File: src/rtl/uart_recv_if.sv
// Serial receive bundle for uart_recv: the raw rx line plus the received-byte
// outputs. Compile-time option: UART_RECV_MAJORITY_EN (see uart_recv.sv).
interface uart_recv_if;
  logic       UART_rx;
  logic [7:0] rx_data;
  logic       rx_done;
  logic       frame_err;

  modport master (
    output UART_rx,
    input  rx_data,
    input  rx_done,
    input  frame_err
  );

  modport slave (
    input  UART_rx,
    output rx_data,
    output rx_done,
    output frame_err
  );
endinterface

File: src/rtl/uart_recv.sv
// 8N1 UART receiver with mid-bit sampling and stop-bit framing check.
// Define UART_RECV_MAJORITY_EN for 2-of-3 majority voting around each sample point.
module uart_recv #(
  parameter logic [25:0] CLK  = 26'd50000000,
  parameter logic [16:0] BAUD = 17'd115200
) (
  input  logic       clk,
  input  logic       rstn,
  uart_recv_if.slave u_if
);

  localparam int BAUD_CLK = int'(CLK / 26'(BAUD));
  localparam int HALF_CLK = BAUD_CLK / 2;
  localparam int CNT_W    = (BAUD_CLK > 2) ? $clog2(BAUD_CLK) : 1;
  localparam logic [CNT_W-1:0] CNT_MAX = CNT_W'(BAUD_CLK - 1);
`ifdef UART_RECV_MAJORITY_EN
  localparam logic [CNT_W-1:0] SAMP0_PT  = CNT_W'(HALF_CLK - 2);
  localparam logic [CNT_W-1:0] SAMP1_PT  = CNT_W'(HALF_CLK - 1);
  localparam logic [CNT_W-1:0] DECIDE_PT = CNT_W'(HALF_CLK);
`else
  localparam logic [CNT_W-1:0] DECIDE_PT = CNT_W'(HALF_CLK - 1);
`endif

  typedef enum logic [2:0] {
    IDLE      = 3'd0,
    START     = 3'd1,
    DATA      = 3'd2,
    STOP      = 3'd3,
    WAIT_HIGH = 3'd4
  } state_t;

  logic             r_sync1;
  logic             r_sync2;
  logic             r_sync3;
  state_t           r_state;
  logic [CNT_W-1:0] r_baud_cnt;
  logic [2:0]       r_bit_cnt;
  logic [7:0]       r_shift;
  logic [7:0]       r_rx_data;
  logic             r_rx_done;
  logic             r_frame_err;

  logic w_fall;
  logic w_tick;
  logic w_bit;

  // Synchronizers reset high so a released reset never looks like a start edge.
  always_ff @(posedge clk or negedge rstn) begin
    if (!rstn) begin
      r_sync1 <= 1'b1;
      r_sync2 <= 1'b1;
      r_sync3 <= 1'b1;
    end else begin
      r_sync1 <= u_if.UART_rx;
      r_sync2 <= r_sync1;
      r_sync3 <= r_sync2;
    end
  end

  assign w_fall = r_sync3 & ~r_sync2;
  assign w_tick = (r_baud_cnt == DECIDE_PT);

`ifdef UART_RECV_MAJORITY_EN
  logic r_samp0;
  logic r_samp1;

  always_ff @(posedge clk or negedge rstn) begin
    if (!rstn) begin
      r_samp0 <= 1'b1;
      r_samp1 <= 1'b1;
    end else begin
      if (r_baud_cnt == SAMP0_PT) r_samp0 <= r_sync2;
      if (r_baud_cnt == SAMP1_PT) r_samp1 <= r_sync2;
    end
  end

  assign w_bit = (r_samp0 & r_samp1) | (r_samp0 & r_sync2) | (r_samp1 & r_sync2);
`else
  assign w_bit = r_sync2;
`endif

  always_ff @(posedge clk or negedge rstn) begin
    if (!rstn) begin
      r_state     <= IDLE;
      r_baud_cnt  <= '0;
      r_bit_cnt   <= 3'd0;
      r_shift     <= 8'h00;
      r_rx_data   <= 8'h00;
      r_rx_done   <= 1'b0;
      r_frame_err <= 1'b0;
    end else begin
      r_rx_done   <= 1'b0;
      r_frame_err <= 1'b0;
      case (r_state)
        IDLE: begin
          r_baud_cnt <= '0;
          if (w_fall) r_state <= START;
        end
        START: begin
          r_baud_cnt <= (r_baud_cnt == CNT_MAX) ? '0 : r_baud_cnt + 1'b1;
          if (w_tick) begin
            if (w_bit) begin
              r_state <= IDLE;
            end else begin
              r_state   <= DATA;
              r_bit_cnt <= 3'd0;
            end
          end
        end
        DATA: begin
          r_baud_cnt <= (r_baud_cnt == CNT_MAX) ? '0 : r_baud_cnt + 1'b1;
          if (w_tick) begin
            r_shift[r_bit_cnt] <= w_bit;
            r_bit_cnt          <= r_bit_cnt + 3'd1;
            if (r_bit_cnt == 3'd7) r_state <= STOP;
          end
        end
        STOP: begin
          r_baud_cnt <= (r_baud_cnt == CNT_MAX) ? '0 : r_baud_cnt + 1'b1;
          if (w_tick) begin
            if (w_bit) begin
              r_rx_data <= r_shift;
              r_rx_done <= 1'b1;
              r_state   <= IDLE;
            end else begin
              r_frame_err <= 1'b1;
              r_state     <= WAIT_HIGH;
            end
          end
        end
        WAIT_HIGH: begin
          // A held-low break must not look like a new start bit.
          r_baud_cnt <= '0;
          if (r_sync2) r_state <= IDLE;
        end
        default: begin
          r_state    <= IDLE;
          r_baud_cnt <= '0;
        end
      endcase
    end
  end

  assign u_if.rx_data   = r_rx_data;
  assign u_if.rx_done   = r_rx_done;
  assign u_if.frame_err = r_frame_err;

endmodule

File: src/flat_wrapper.sv
// flat-port wrapper written by rule: the top's interface ports become plain ports
module uart_recv_flat 
#(
  parameter logic [25:0] CLK  = 26'd50000000,
  parameter logic [16:0] BAUD = 17'd115200
)
  (clk, rstn, u_if_UART_rx, u_if_rx_data, u_if_rx_done, u_if_frame_err);
  uart_recv_if u_if_i ();
  input  logic clk;
  input  logic rstn;
  input wire logic [$bits(u_if_i.UART_rx)-1:0] u_if_UART_rx;
  output wire logic [$bits(u_if_i.rx_data)-1:0] u_if_rx_data;
  output wire logic [$bits(u_if_i.rx_done)-1:0] u_if_rx_done;
  output wire logic [$bits(u_if_i.frame_err)-1:0] u_if_frame_err;
  assign u_if_i.UART_rx = u_if_UART_rx;
  assign u_if_rx_data = u_if_i.rx_data;
  assign u_if_rx_done = u_if_i.rx_done;
  assign u_if_frame_err = u_if_i.frame_err;
  uart_recv #(.CLK(CLK), .BAUD(BAUD)) u_core (.clk(clk), .rstn(rstn), .u_if(u_if_i));
endmodule
File: config.mk
export PLATFORM = sky130hd
export DESIGN_NAME = uart_recv_flat
export DESIGN_NICKNAME = d
export VERILOG_FILES = /design/src/rtl/uart_recv_if.sv /design/src/rtl/uart_recv.sv /design/src/flat_wrapper.sv
export SDC_FILE = /design/constraint.sdc
export NUM_CORES = 1
export LEC_CHECK = 0
export CELL_PAD_IN_SITES_DETAIL_PLACEMENT = 1
export CELL_PAD_IN_SITES_GLOBAL_PLACEMENT = 1
export CORE_MARGIN = 3
export CORE_UTILIZATION = 40
export DETAILED_ROUTE_END_ITERATION = 7
export GPL_TIMING_DRIVEN = 0
export PLACE_DENSITY_LB_ADDON = 0.1
export SLEW_MARGIN = 40
export SYNTH_ARGS = -nofsm -noshare
export SYNTH_HDL_FRONTEND = slang
export SYNTH_SLANG_ARGS = --single-unit
File: constraint.sdc
create_clock -name clk -period 3.2 [get_ports clk]
set_input_delay 0.64 -clock clk [delete_from_list [all_inputs] [get_ports clk]]
set_output_delay 0.64 -clock clk [all_outputs]
set_load 0.1 [all_outputs]
==> impl_metrics.csv <==
group,metric,value,unit
cts,numCtsBuffers,5,
cts,path_clk_slew,0.07,ns
setup_path,end_kind,"flop",
die,num_rows,22,
final_layout,drive_above_1_share,29.5,%
die,die_h,70.6,µm
power_and_ir_drop,p_sw,286,µW
die,io_pins,13,
power_and_ir_drop,power.density,546,nW/µm²
final_layout,fin_cells,204,
place,place_area,1820,µm²
global_routing,grt_first_pass_wirelength,5800,µm
synthesis,synthesis.nets,144,
job,maxCapViolations,0,
synthesis,synthCells,136,
cts,cts.htree.levels,2,
sta,hold_ws,0.281,ns
sta,fin_worst_skew,0.00371,ns
die,start_util,43.6,%
setup_path,arrival,2.19,ns
cts,clock-sinks,36,
setup_path,path_class,"reg2reg",
power_and_ir_drop,peakVddDrop,0.362,mV
cts,hold_buffers,0,
cts,clockRootBuffer,"clkbuf_8",
global_routing,grt_remaining_overflow,0,
global_routing,grt_use_total,14.9,%
power_and_ir_drop,internal_power,760,µW
place,io_buffer_count,12,
cts,cts_resized,0,
die,die_area,4980,µm²
die,die_x,70.6,µm
sta,worst_slew_pin_slew,0.692,ns
synthesis,yosysTopAreaCell,"dfrtp_1",
sta,setup_tns,0,ns
synthesis,ys_top_cells_by_area,"dfrtp_1, mux2_2, dfstp_2",
synthesis,ys_seq_area_share,54.2,%
sta,max_freq,0.496,GHz
final_layout,n_antenna_cell,0,
final_layout,layout.nets,164,
synthesis,synth-async-reset-ratio,100,%
place,dp_cells,197,
setup_path,worstPathRequired,3.37,ns
sta,finalCriticalPeriod,2.02,ns
cts,clockBufferDepth,2,
synthesis,synth_area_per_cell,12.3,µm²
run_status,status,"complete, no violations",
route,totalWireLength,3210,µm
cts,cts_tree,"yes",
route,vias,1085,
route,wl_per_cell,15.7,µm
route,drtIter0Drc,54,
die,core_area,3830,µm²
cts,clock_latency,0.29,ns
place,gp_congestion,0.821,
global_routing,grt_max_degree,21,
synthesis,synth-edff-count,0,
power_and_ir_drop,switching_share,27.4,%
place,hpwlAfterDp,2270,µm
synthesis,syn_area,1670,µm²
power_and_ir_drop,power_frac_seq,54.0,%
setup_path,crit_path_max_fanout,10,
final_layout,syn_to_final_growth,14.9,%
route,drtPass1Iterations,4,
route,drc,0,
sta,finalHoldViolCount,0,
worst_hold_path,hold_class,"in2async",
sta,rsz0062_at_grt,"no",
sta,setup_viol,0,
power_and_ir_drop,p_comb_share,13.0,%
final_layout,stdcell_area,1920,µm²
power_and_ir_drop,pwr-share-clk,33.0,%
synthesis,yosysWarnings,0,
synthesis,synthDominantCellAreaShare,49.5,%
sta,post-route-period-util,63.0,%
global_routing,grt_pass1_vias,1265,
global_routing,antenna_found_initial,0,
synthesis,post_synth_num_cell_types,38,
setup_path,worstSetupStartpointType,"flop",
sta,maxSlewHeadroom,53.5,%
synthesis,synthFlopType,"dfrtp_1",
cts,post_cts_buffers,0,
power_and_ir_drop,power.leakage,0.000926,µW
synthesis,ys_ff_latch,36,
route,ant_nets,0,
sta,slew_viol_final,0,
route,drt-vias-per-instance,5.32,
[layout make-up]
cell class / instances / area, µm²
plain buffers: 5 / 27.5
well taps: 48 / 60.1
inverters: 4 / 15.0
flip-flops and latches: 36 / 905
repair buffers: 13 / 92.6
multi-input cells: 91 / 722
fillers: 411 / 1910
clock buffers: 7 / 96.3
[power groups by stage]
stage | Sequential, µW | Clock, µW | Combinational (µW)
after floorplan | 558 | 0 | 103
after global placement | 573 | 0 | 127
after detailed placement | 575 | 0 | 138
after CTS | 566 | 354 | 140
after global routing | 577 | 380 | 159
final | 565 | 345 | 137
[worst max-delay path: stages (launching register included)]
cell       delay, ns
dfrtp_1         0.42
inv_1           0.07
ha_1            0.18
nand4bb_2       0.21
nor4_4          0.31
buf_6           0.18
and4bb_2        0.22
mux2_1          0.31
[cell usage after synthesis, types with 4 or more instances]
library cell  number
a21oi_1            6
dfrtp_1           33
ha_1               5
inv_1              4
mux2_2            14
nand2_1            5
nand3_1            6
nand4b_1           4
nor2_1            14
o21ai_0            5
[routing by layer]
layer	track usage (%)	routed length [µm]	vias up
met3	3.41	113	7
met1	18.6	1450	537
met4	7.52	72	0
met5	0	0	-
met2	24.3	1580	16
li1	-	-	525
[flip-flops by register name (all words and copies together) (netlist names)]
signal and flops:
u_core.u_if.rx_data 8, u_core.u_if.rx_done 1, u_core.r_shift 8, u_core.r_sync3 1, u_core.r_bit_cnt 3, u_core.r_sync1 1
u_core.u_if.frame_err 1, u_core.r_sync2 1, u_core.r_state 3, u_core.r_baud_cnt 9
[placed cells by master, fill, tap and decap left out, types with 2 or more instances in the layout]
cell	n
dfrtp_1	33
nor2_1	14
mux2_2	14
buf_2	12
clkbuf_8	7
nand3_1	6
a21oi_1	6
nand2_1	5
o21ai_0	5
ha_1	5
inv_1	4
nand4b_1	4
or3_1	3
clkbuf_1	3
xor2_1	3
mux2_1	3
dfstp_2	3
a22o_1	2
and4bb_2	2
[cells by family (layout without fill, tap and decap cells)]
| logic type | after synthesis | in the layout | share of synthesized area, % |
|---|---|---|---|
| compound gates | 16 | 16 | 5.77 |
| xor+xnor | 4 | 4 | 2.10 |
| fa+ha+maj | 5 | 5 | 3.75 |
| buf+inv | 9 | 29 | 2.55 |
| flops | 36 | 36 | 54.2 |
| mux | 18 | 18 | 12.1 |
| simple gates | 48 | 48 | 19.6 |
[metrics by stage]
| stage | power, µW | worst slack, ns | utilization (%) |
|---|---|---|---|
| floorplan | 662 | 1.36 | - |
| global placement | 700 | 0.708 | 48.3 |
| detailed placement | 714 | 1.18 | 47.6 |
| CTS | 1060 | 1.15 | 50.1 |
| global route | 1120 | 1.04 | 50.1 |
| finish | 1050 | 1.18 | 50.1 |
[path summary, 6_finish.rpt]
kind / slack, ns / endpoint / cells past startpoint / start
max reg2reg: 1.18 / u_core.r_shift[4]$_DFFE_PN0P_ / 7 / u_core.r_baud_cnt[0]$_DFF_PN0_
min in group clk: 0.36 / u_core.r_sync2$_DFF_PN1_ / 0 / u_core.r_sync1$_DFF_PN1_
max in group asynchronous: 2.40 / u_core.r_sync2$_DFF_PN1_ / 2 / rstn
min reg2reg: 0.36 / u_core.r_sync2$_DFF_PN1_ / 0 / u_core.r_sync1$_DFF_PN1_
max: 1.18 / u_core.r_shift[4]$_DFFE_PN0P_ / 7 / u_core.r_baud_cnt[0]$_DFF_PN0_
min: 0.28 / u_core.u_if.rx_done$_DFF_PN0_ / 1 / rstn
Power figures use the tool's default switching activity.
